$ cat config.mk
export PLATFORM = sky130hd
export DESIGN_NAME = vga_controller
export DESIGN_NICKNAME = d
export VERILOG_FILES = /design/src/rtl/vga_controller.sv
export SDC_FILE = /design/constraint.sdc
export NUM_CORES = 1
export LEC_CHECK = 0
export CORE_MARGIN = 1
export CORE_UTILIZATION = 53
export DETAILED_ROUTE_END_ITERATION = 6
export PLACE_DENSITY = 0.8
export SLEW_MARGIN = 10
export SYNTH_ARGS = -nofsm -noshare
export SYNTH_HDL_FRONTEND = slang
export SYNTH_SLANG_ARGS = --single-unit
$ cat constraint.sdc
create_clock -name CLOCK_50 -period 4.2 [get_ports CLOCK_50]
set_input_delay 0.63 -clock CLOCK_50 [delete_from_list [all_inputs] [get_ports CLOCK_50]]
set_output_delay 0.63 -clock CLOCK_50 [all_outputs]
set_load 0.05 [all_outputs]
$ cat src/rtl/vga_controller.sv
// 640x480@60Hz VGA timing generator with an 8-colour vertical bar test pattern.
// The pixel clock is CLOCK_50/2; all outputs update together as VGA_CLK falls.
module vga_controller #(
    parameter int H_ACTIVE = 640,
    parameter int H_FP     = 16,
    parameter int H_SYNC   = 96,
    parameter int H_BP     = 48,
    parameter int V_ACTIVE = 480,
    parameter int V_FP     = 10,
    parameter int V_SYNC   = 2,
    parameter int V_BP     = 33
) (
    input  logic       CLOCK_50,
    input  logic       reset,
    output logic [7:0] VGA_B,
    output logic       VGA_BLANK_N,
    output logic       VGA_CLK,
    output logic [7:0] VGA_G,
    output logic       VGA_HS,
    output logic [7:0] VGA_R,
    output logic       VGA_SYNC_N,
    output logic       VGA_VS
);

    localparam logic [9:0] H_LAST   = 10'(H_ACTIVE + H_FP + H_SYNC + H_BP - 1);
    localparam logic [9:0] V_LAST   = 10'(V_ACTIVE + V_FP + V_SYNC + V_BP - 1);
    localparam logic [9:0] H_VIS    = 10'(H_ACTIVE);
    localparam logic [9:0] V_VIS    = 10'(V_ACTIVE);
    localparam logic [9:0] HS_FIRST = 10'(H_ACTIVE + H_FP);
    localparam logic [9:0] HS_LAST  = 10'(H_ACTIVE + H_FP + H_SYNC - 1);
    localparam logic [9:0] VS_FIRST = 10'(V_ACTIVE + V_FP);
    localparam logic [9:0] VS_LAST  = 10'(V_ACTIVE + V_FP + V_SYNC - 1);
    localparam int         BAR_W    = H_ACTIVE / 8;

    logic       pix_clk_reg;
    logic       tick;
    logic [9:0] h_reg, h_next;
    logic [9:0] v_reg, v_next;
    logic       hs_reg, hs_next;
    logic       vs_reg, vs_next;
    logic       blank_n_reg, blank_n_next;
    logic [7:0] r_reg, r_next;
    logic [7:0] g_reg, g_next;
    logic [7:0] b_reg, b_next;
    logic [6:0] past_edge;
    logic [2:0] bar;
    logic [2:0] code;

    // Pixel work happens on the cycle where the divided clock is high, so the
    // registered outputs move on its falling edge and settle before the DAC samples.
    assign tick = pix_clk_reg;

    // Bar index from range compares against each bar boundary.
    genvar gi;
    generate
        for (gi = 0; gi < 7; gi++) begin : g_bar_edge
            assign past_edge[gi] = (h_reg >= 10'((gi + 1) * BAR_W));
        end
    endgenerate

    always_comb begin
        bar = 3'd0;
        for (int i = 0; i < 7; i++) begin
            if (past_edge[i]) begin
                bar = bar + 3'd1;
            end
        end
        code = 3'd7 - bar;
    end

    always_comb begin
        h_next = h_reg + 10'd1;
        v_next = v_reg;
        if (h_reg == H_LAST) begin
            h_next = 10'd0;
            if (v_reg == V_LAST) begin
                v_next = 10'd0;
            end else begin
                v_next = v_reg + 10'd1;
            end
        end
    end

    always_comb begin
        hs_next      = !((h_reg >= HS_FIRST) && (h_reg <= HS_LAST));
        vs_next      = !((v_reg >= VS_FIRST) && (v_reg <= VS_LAST));
        blank_n_next = (h_reg < H_VIS) && (v_reg < V_VIS);
        r_next       = 8'h00;
        g_next       = 8'h00;
        b_next       = 8'h00;
        if (blank_n_next) begin
            r_next = code[1] ? 8'hFF : 8'h00;
            g_next = code[2] ? 8'hFF : 8'h00;
            b_next = code[0] ? 8'hFF : 8'h00;
        end
    end

    always_ff @(posedge CLOCK_50) begin
        if (reset) begin
            pix_clk_reg <= 1'b0;
            h_reg       <= 10'd0;
            v_reg       <= 10'd0;
            hs_reg      <= 1'b1;
            vs_reg      <= 1'b1;
            blank_n_reg <= 1'b0;
            r_reg       <= 8'h00;
            g_reg       <= 8'h00;
            b_reg       <= 8'h00;
        end else begin
            pix_clk_reg <= ~pix_clk_reg;
            if (tick) begin
                h_reg       <= h_next;
                v_reg       <= v_next;
                hs_reg      <= hs_next;
                vs_reg      <= vs_next;
                blank_n_reg <= blank_n_next;
                r_reg       <= r_next;
                g_reg       <= g_next;
                b_reg       <= b_next;
            end
        end
    end

    assign VGA_CLK     = pix_clk_reg;
    assign VGA_HS      = hs_reg;
    assign VGA_VS      = vs_reg;
    assign VGA_BLANK_N = blank_n_reg;
    assign VGA_R       = r_reg;
    assign VGA_G       = g_reg;
    assign VGA_B       = b_reg;
    assign VGA_SYNC_N  = 1'b0;

endmodule

# Yosys cells after proc, flatten, opt, wreduce, memory -nomap -nowiden

Index checks and enable logic that the tools add are counted.

Output and inout bits: 29
Word-level logic and storage cells: 55
Flip-flop bits (word level): 48

Mux-type cells: 15
Bitwise operators: 1
$lt $le $gt $ge: 13
Equal/unequal tests: 2
Add/subtract/negate cells: 9
Reduce and logical (&&, ||, !) cells: 6

Operators by type and width:

| operator                                                               | number |
|---|---|
| 8-bit 2-to-1 mux                                                       | 6 |
| 10-bit by 9-bit >= comparator with 1-bit output, second input constant | 4 |
| 10-bit by 1-bit adder with 10-bit output, second input constant        | 2 |
| 10-bit == test, second input constant                                  | 2 |
| 10-bit >= comparator, second input constant                            | 2 |
| 10-bit by 8-bit >= comparator with 1-bit output, second input constant | 2 |
| 10-bit 2-to-1 mux                                                      | 2 |
| 3-bit by 1-bit adder with 3-bit output, second input constant          | 6 |
| 3-bit 2-to-1 mux                                                       | 6 |
| 10-bit by 7-bit >= comparator with 1-bit output, second input constant | 1 |
| 10-bit <= comparator, second input constant                            | 1 |
| 10-bit by 9-bit <= comparator with 1-bit output, second input constant | 1 |
| 10-bit < comparator, second input constant                             | 1 |
| 10-bit by 9-bit < comparator with 1-bit output, second input constant  | 1 |
| 1-bit logical AND                                                      | 3 |
| 3-bit subtractor, first input constant                                 | 1 |
| 1-bit zero test                                                        | 2 |
| 2-bit AND reduction                                                    | 1 |
| 1-bit 2-to-1 mux                                                       | 1 |
| 1-bit inverter                                                         | 1 |

# Logic depth before layout (Yosys ltp)

Gate-level depths: netlist (run 1).

Word-level depth: 17
Gate-level depth with buffers: 23
Depth with buffers taken out: 22

# Worst setup path before layout (run 1)

Ideal clock, no wire load.

Path type: flip-flop to flip-flop
Start point: register h_reg[8]
End point: register g_reg[6], in the netlist VGA_G[6]
Setup slack: 0.616 ns
Buffers on the path: 1
Cell stages (with the launch flop): 24
Arrival time: 3.510 ns
Library setup time: 0.074 ns
Cell sequence: dfxtp_1 -> buf_2 -> nor2_1 -> and3b_1 -> inv_1 -> ha_1 -> nor3_1 -> a21oi_1 -> ha_1 -> o21ai_0 -> o21ai_0 -> ha_1 -> inv_1 -> o21ai_0 -> ha_1 -> nand2_1 -> o31a_1 -> nand2_1 -> ha_1 -> nand2_1 -> nor2_1 -> xnor2_1 -> xnor3_1 -> o21ai_0

Word-level cells in the longest chain between the ends: 17

Ends and longest elaborated chain:

| element                                         | line | RTL |
|---|---|---|
| start: declaration                              | 37   | `logic [9:0] h_reg, h_next;` |
| start signal: assignment                        | 112  | `h_reg <= h_next;` |
| 10-bit by 7-bit >= comparator with 1-bit output | 57   | `assign past_edge[gi] = (h_reg >= 10'((gi + 1) * BAR_W));` |
| 1-bit 2-to-1 mux                                | 64   | `if (past_edge[i]) begin` |
| 3-bit by 1-bit adder with 3-bit output          | 65   | `bar = bar + 3'd1;` |
| 3-bit 2-to-1 mux                                | 64   |  |
| 3-bit by 1-bit adder with 3-bit output          | 65   |  |
| 3-bit 2-to-1 mux                                | 64   |  |
| 3-bit by 1-bit adder with 3-bit output          | 65   |  |
| 3-bit 2-to-1 mux                                | 64   |  |
| 3-bit by 1-bit adder with 3-bit output          | 65   |  |
| 3-bit 2-to-1 mux                                | 64   |  |
| 3-bit by 1-bit adder with 3-bit output          | 65   |  |
| 3-bit 2-to-1 mux                                | 64   |  |
| 3-bit by 1-bit adder with 3-bit output          | 65   |  |
| 3-bit 2-to-1 mux                                | 64   |  |
| 3-bit subtractor                                | 68   | `code = 3'd7 - bar;` |
| 8-bit 2-to-1 mux                                | 93   | `g_next = code[2] ? 8'hFF : 8'h00;` |
| 8-bit 2-to-1 mux (*)                            | 91   | `if (blank_n_next) begin` |
| end signal: assignment                          | 118  | `g_reg <= g_next;` |
| end: declaration                                | 43   | `logic [7:0] g_reg, g_next;` |

Mark *: on every way between the ends. The rest lies on a longest branch, timed or not.
A chain may end at the register's enable or synchronous reset.

# Final worst setup path (run 1)

Start point: register h_reg[4]
End point: register g_reg[6], in the netlist VGA_G[6]

Same word-level chain as after synthesis.

==> impl_results.md, run 1 <==
* Worst Path Max Fanout at 10
* DRC at 0
* Syn Area/Cell at 8.272 µm²
* Primary FF master, synth: dfxtp_1
* FP Rows at 21
* Async set-or-reset flop fraction in the synthesized netlist at 0%
* Die width at 61.13 µm
* VDD IR max at between 150 and 200 µV
* Final WS setup at around 0.44 ns
* Hold_sp: VGA_BLANK_N
* H-Tree Depth at 1
* CP peak stage delay at 0.54 ns
* Syn Nets at about 240
* Post-Syn Area at 0.001853 mm²
* Nets at 241
* Starting Density at between 50 and 60%
* Yosys warns at 0
* Fillcell total at 315
* Unique masters post-synth at 48
* Antenna violations before repair at 0
* Yosys top cell by area: dfxtp_1
* WL per Instance at 11.81 µm
* Place WS at 0.4056 ns
* Post-synth top area share at ~29%
* Via density at 5.242
* Status: complete, no violations
* Final Util at 61.08%
* Die boundary height at 61.13 µm
* CTS resizes at 0
* Post-synth EDFFs at 0
* R2R cell count at 20
* Hold Buf Count CTS at 0
* Top cells by area, synth: dfxtp_1 (29%), buf_4 (9.3%), ha_1 (7.4%), xor2_1 (7.1%), nand2_1 (4.7%)
* Hold Fails Final Rpt at 0
* Tot GR Track Use at 18.50%
* Clk buf depth at 2
* RR Startpoint: h_reg[4]
* First-pass iteration count of the detailed router at 4
* Crit path DAT at 4.03 ns
* Pleak at about 0.00083 µW
* Clk_skew at 0.004720 ns
* Final setup fails at 0
* Worst-Margin Slew at 0.6658 ns
* Syn Inst Count at 224
* Core area at 0.003337 mm²
* Pwr dens at approximately 260 mW/mm²
* Worst Path Required at 4.47 ns
* Clk sink count at 27
* Achievable clock frequency at 265.7 MHz
* Worst Hold Class: register to register
* Design Power at 523.2 µW
* Worst Hold Path EP: VGA_BLANK_N
* TritonCTS Buffers at 3
* Routability cong. at between 0.8 and 0.9
* Die area at ~0.0037 mm²
* Grt ovf at 0
* Post-detail-place hpwl at 2345 µm
* CP max stage cell: dfxtp_1
* Hold Crit Depth at 2
* Worst-path clk slew at 0.15 ns
* Total setup buffers inserted after CTS at 0
* Min cycle time layout at roughly 3.8 ns
* Iter 0 DRT Violations at 53
* First-pass GRT wire length at 5333 µm
* Slew HR at ~54%
* RSZ-0062 raised after global routing: no
* Via count at 1431
* Antenna-violating nets left at 0
* Final TNS setup at 0 ns
* Area Growth Syn to Fin at 9.993%
* Largest net degree at the start of global routing at 20
* Slew Limit Fails at 0
* Vias in the first global route at 1287
* N_diodes at 0
* Post-synthesis register bit count at 27
* Clk root buf: clkbuf_4
* Max-cap viol count at 0
* Period utilization at 89.60%
* Crit Path Category: register to register
* Io pins at 31
* PortBufs at 29
* Flop-to-flop setup slack at 0.44 ns
* DRT Wirelength at 3224 µm
* CP Launch Type: register
* Sequential fraction of the synthesis area at 29.17%
* Kind of end point of the critical path: register
* CTS tree: yes
* Share of cells above drive strength 1 at between 6 and 7%
* Clock Latency Late Sink at 0.33 ns
* FF-to-FF End: VGA_G[6]
* Sequence of cells on the critical path: o21ai_0, and3b_1, ha_1, xor2_1, ha_1, o21ai_0, o21ai_0, ha_1, inv_1, o21ai_0, ha_1, nand2_1, o31a_1, nand2_1, ha_1, nand2_1, nor2_1, xnor2_1, xnor3_1, o21ai_0
## metal layers
metal / share of wire (%) / GRT usage, % / vias up
met5: 0 / 0 / -
met4: 0.87 / 4.870 / 0
met3: 2.1 / 1.891 / 2
met2: 47 / 33.07 / 19
met1: 50 / 23.65 / 659
li1: - / - / 751
## stage by stage
stage	area (µm²)	cells	hold WS (ns)
global route	2038	273	0.4897
CTS	2037	273	0.4586
detailed placement	2007	269	0.4364
floorplan	1853	224	0.4759
finish	2038	273	0.4567
global placement	2007	269	0.4322
## placed cells by master, fill, tap and decap left out, drive strengths merged, types with 2 or more instances in the layout
cell type      Yosys  layout
nor3               9       9
nand2b             5       5
nor2              16      16
clkbuf             3       3
nand3b             2       2
buf               31       4
clkdlybuf4s50      0      29
and3               3       3
and4               2       2
ha                11      11
xnor2              7       7
a21oi              6       6
dfxtp             27      27
o31a               2       2
nor2b              3       3
nand3              4       4
o21ai             11      11
nor4b              2       2
nand4              9       9
or3                3       3
inv                7       7
or3b               2       2
xor2              15      15
nand2             23      23
## cell families after synthesis
| logic type | count (synthesis) | share of synthesized area [%] |
|---|---|---|
| AOI/OAI and AO/OA | 31 | 11.21 |
| buffers and inverters | 41 | 13.50 |
| and+or+nand+nor | 89 | 25.93 |
| adders and majority gates | 11 | 7.427 |
| DFF | 27 | 29.17 |
| xor gates and xnor gates | 23 | 12.02 |
| other | 1 | 0.2024 |
| muxes | 1 | 0.5402 |
## how the worst max path moves through the flow
stage / start / end / slack (ns)
final: h_reg[4] / VGA_G[6] / 0.44
after global routing: h_reg[9] / VGA_G[6] / 0.02
after CTS: h_reg[6] / VGA_G[6] / 0.35
after detailed placement: h_reg[6] / VGA_G[6] / 0.41
after global placement: h_reg[6] / VGA_G[6] / 0.48
after floorplan: h_reg[8] / VGA_G[6] / 0.62
## area by class of cell
cell class / count / area [µm²] / area share [%]
multi-input cells: 156 / 1062 / 52.12
flip-flops and latches: 27 / 541.8 / 26.58
repair buffers: 33 / 320.3 / 15.72
well taps: 46 / 57.56 / 2.824
inverters: 7 / 26.28 / 1.289
clock buffers: 3 / 22.52 / 1.105
clock inverters: 1 / 7.507 / 0.3683
## where the power goes
part / internal [µW] / switching [µW] / total (µW)
clock network: 36.5 / 79.3 / 116
logic: 40.7 / 94.4 / 135
registers: 262 / 10.2 / 272
total: 339 / 184 / 523
## critical path, delay by kind of cell, from the launching register on
family	cells	cell delay (ns)
XOR/XNOR	3	0.59
AND/OR/NAND/NOR	5	0.42
flip-flops	1	0.54
buffers and inverters	1	0.04
AO/OA/AOI/OAI	6	0.75
adder cells (fa/ha/maj)	5	1.36
## Yosys cell counts, drive strengths merged, types with 2 or more instances
cell	instances
nor2	16
xor2	15
nand3b	2
and3	3
o31a	2
ha	11
or3	3
o21ai	11
dfxtp	27
nand4	9
clkbuf	3
xnor2	7
nand2b	5
and4	2
nor2b	3
buf	31
nor3	9
nand2	23
inv	7
nand3	4
nor4b	2
or3b	2
a21oi	6
No activity file was read; power rests on OpenSTA's default activity.
==> inputs of run 2 (changes only) <==
- CORE_UTILIZATION: 53 -> 38
- PLACE_DENSITY: 0.8 -> not set
- RECOVER_POWER: not set -> 100
==> impl_results.md, run 2 (synthesis gave the netlist of run 1 again) <==
* Final WS setup at 0.4707 ns (+0.03368 ns)
* CP Launch Type: register
* Largest net degree at the start of global routing at 20 (unchanged)
* Period utilization at 88.79% (-0.80 points)
* Fillcell total at 466 (+48%)
* RSZ-0062 raised after global routing: no
* Tot GR Track Use at 13.28% (-5.2 points)
* Final setup fails at 0 (unchanged)
* Place WS at 0.5224 ns (+0.1167 ns)
* First-pass GRT wire length at 5589 µm (+4.8%)
* VDD IR max at 199.0 µV (+22%)
* Antenna violations before repair at 0 (unchanged)
* Kind of end point of the critical path: register
* Share of cells above drive strength 1 at 6.987% (+0.38 points)
* Worst-path clk slew at 0.09 ns (-0.06 ns)
* Iter 0 DRT Violations at 64 (+21%)
* Placed cell count at 279 (+3.7%)
* Most frequent cells in the layout: dlygate4sd3_1 (29), dfxtp_1 (27), nand2_1 (23), nor2_1 (16), xor2_1 (15)
* Hold Fails Final Rpt at 0 (unchanged)
* Crit path DAT at 3.93 ns (-0.10 ns)
* Die boundary height at 71.83 µm (+18%)
* Max-cap viol count at 0 (unchanged)
* Routability cong. at 0.7658 (-6.8%)
* Non-filler instance count after layout at 283 (+3.7%)
* Via count at 1440 (+0.63%)
* Clock Latency Late Sink at 0.27 ns (-0.06 ns)
* Crit Path Category: register to register
* Clk sink count at 27 (unchanged)
* Worst Setup SP: h_reg[8]
* Worst Hold Class: register to register
* Antenna-violating nets left at 0 (unchanged)
* Worst Path Max Fanout at 5 (-5)
* Grt ovf at 0 (unchanged)
* Final TNS setup at 0 ns (unchanged)
* Worst-Margin Slew at 0.6663 ns (+0.0004634 ns)
* Slew HR at 54.43% (about the same)
* Post-detail-place hpwl at 2440 µm (+4.1%)
* R2R cell count at 22 (+10%)
* CTS tree: yes
* Nets at 243 (+0.83%)
* PortBufs at 29 (unchanged)
* Slew Limit Fails at 0 (unchanged)
* RR Startpoint: h_reg[8]
* Clk buf depth at 2 (unchanged)
* Pwr dens at 261.8 mW/mm² (+2.0%)
* Starting Density at 39.49% (-16 points)
* Status: complete, no violations
* Die area at 0.005160 mm² (+38%)
* Hold_sp: VGA_BLANK_N
* Pleak at 0.0008982 µW (+8.6%)
* CTS resizes at 0 (unchanged)
* DRT Wirelength at 3363 µm (+4.3%)
* DRC at 0 (unchanged)
* WL per Instance at 11.88 µm (+0.63%)
* Vias in the first global route at 1257 (-2.3%)
* Clk root buf: clkbuf_8
* Core area at 0.004692 mm² (+41%)
* Clk_skew at 0.005476 ns (+0.0007556 ns)
* Io pins at 31 (unchanged)
* Design Power at 544.1 µW (+4.0%)
* Min cycle time layout at 3.729 ns (-0.03368 ns)
* Hold Crit Depth at 2 (unchanged)
* Total setup buffers inserted after CTS at 0 (unchanged)
* FP Rows at 25 (+19%)
* Area Growth Syn to Fin at 12.15%
* Hold Buf Count CTS at 0 (unchanged)
* Die width at 71.83 µm (+18%)
* Via density at 5.088 (-2.9%)
* Achievable clock frequency at 268.1 MHz (+0.90%)
* TritonCTS Buffers at 3 (unchanged)
* Commonest non-fill, non-tap cell in the layout: dlygate4sd3_1
* H-Tree Depth at 1 (unchanged)
* First-pass iteration count of the detailed router at 4 (unchanged)
* Worst Path Required at 4.40 ns (-0.07 ns)
* N_diodes at 0 (unchanged)
## run 2: changes by cell type in the layout (fill, tap and decap cells not counted)
| cell | before | now |
|---|---|---|
| clkdlybuf4s50_1 | 29 | 0 |
| dfxtp_2 | 1 | 0 |
| dlygate4sd3_1 | 0 | 29 |
| clkinv_2 | 0 | 1 |
| clkbuf_4 | 3 | 0 |
| clkbuf_8 | 0 | 3 |
| clkinvlp_4 | 1 | 0 |
| buf_4 | 4 | 6 |
| dfxtp_1 | 26 | 27 |
## run 2: path summary, 6_finish.rpt
kind                                     to  slack, ns
worst max-delay path               VGA_G[6]       0.47
worst min-delay path            VGA_BLANK_N       0.45
worst max register to register     VGA_G[6]       0.47
worst min register to register  VGA_BLANK_N       0.45
## run 2: routing by layer
layer | share of wire (%) | vias to the layer above | global-route usage, % | wire length, µm
li1 | - | 755 | - | -
met1 | 52 | 665 | 18.85 | 1750
met2 | 46 | 18 | 21.70 | 1532
met3 | 2.1 | 2 | 2.532 | 69
met4 | 0.33 | 0 | 1.307 | 11
met5 | 0 | - | 0 | 0
## run 2: worst max-delay path, cell delays in order, from the launching register on
cell     delay, ns
dfxtp_1       0.32
nor2_1        0.23
and3b_1       0.23
inv_1         0.05
ha_1          0.20
nor3_1        0.20
a21oi_1       0.11
ha_1          0.27
o21ai_0       0.06
o21ai_0       0.13
ha_1          0.29
inv_1         0.04
o21ai_0       0.16
ha_1          0.25
nand2_1       0.06
o31a_1        0.14
nand2_1       0.05
ha_1          0.17
nand2_1       0.06
nor2_1        0.05
xnor2_1       0.19
xnor3_1       0.23
o21ai_0       0.16
## run 2: final cells by class
| type | instances | area [µm²] | share of cell area [%] |
|---|---|---|---|
| Sequential cell | 27 | 540.5 | 26.01 |
| Tap cell | 54 | 67.56 | 3.251 |
| Multi-Input combinational cell | 156 | 1062 | 51.11 |
| Clock buffer | 3 | 41.29 | 1.987 |
| Timing Repair Buffer | 35 | 335.3 | 16.13 |
| Clock inverter | 1 | 5.005 | 0.2408 |
| Inverter | 7 | 26.28 | 1.264 |
## run 2: through the flow
step	util [%]	hold WS [ns]	area, µm²
after floorplan	-	0.4759	1853
after global placement	43.31	0.4319	2032
after detailed placement	43.31	0.4451	2032
after CTS	44.29	0.4592	2078
after global routing	44.29	0.4699	2078
final	44.29	0.4500	2078
## run 2: power breakdown
part / switching (µW) / internal, µW / total (µW)
clock network: 79.6 / 66.4 / 146
logic: 94.4 / 33.0 / 127
registers: 9.00 / 262 / 271
total: 183 / 361 / 544
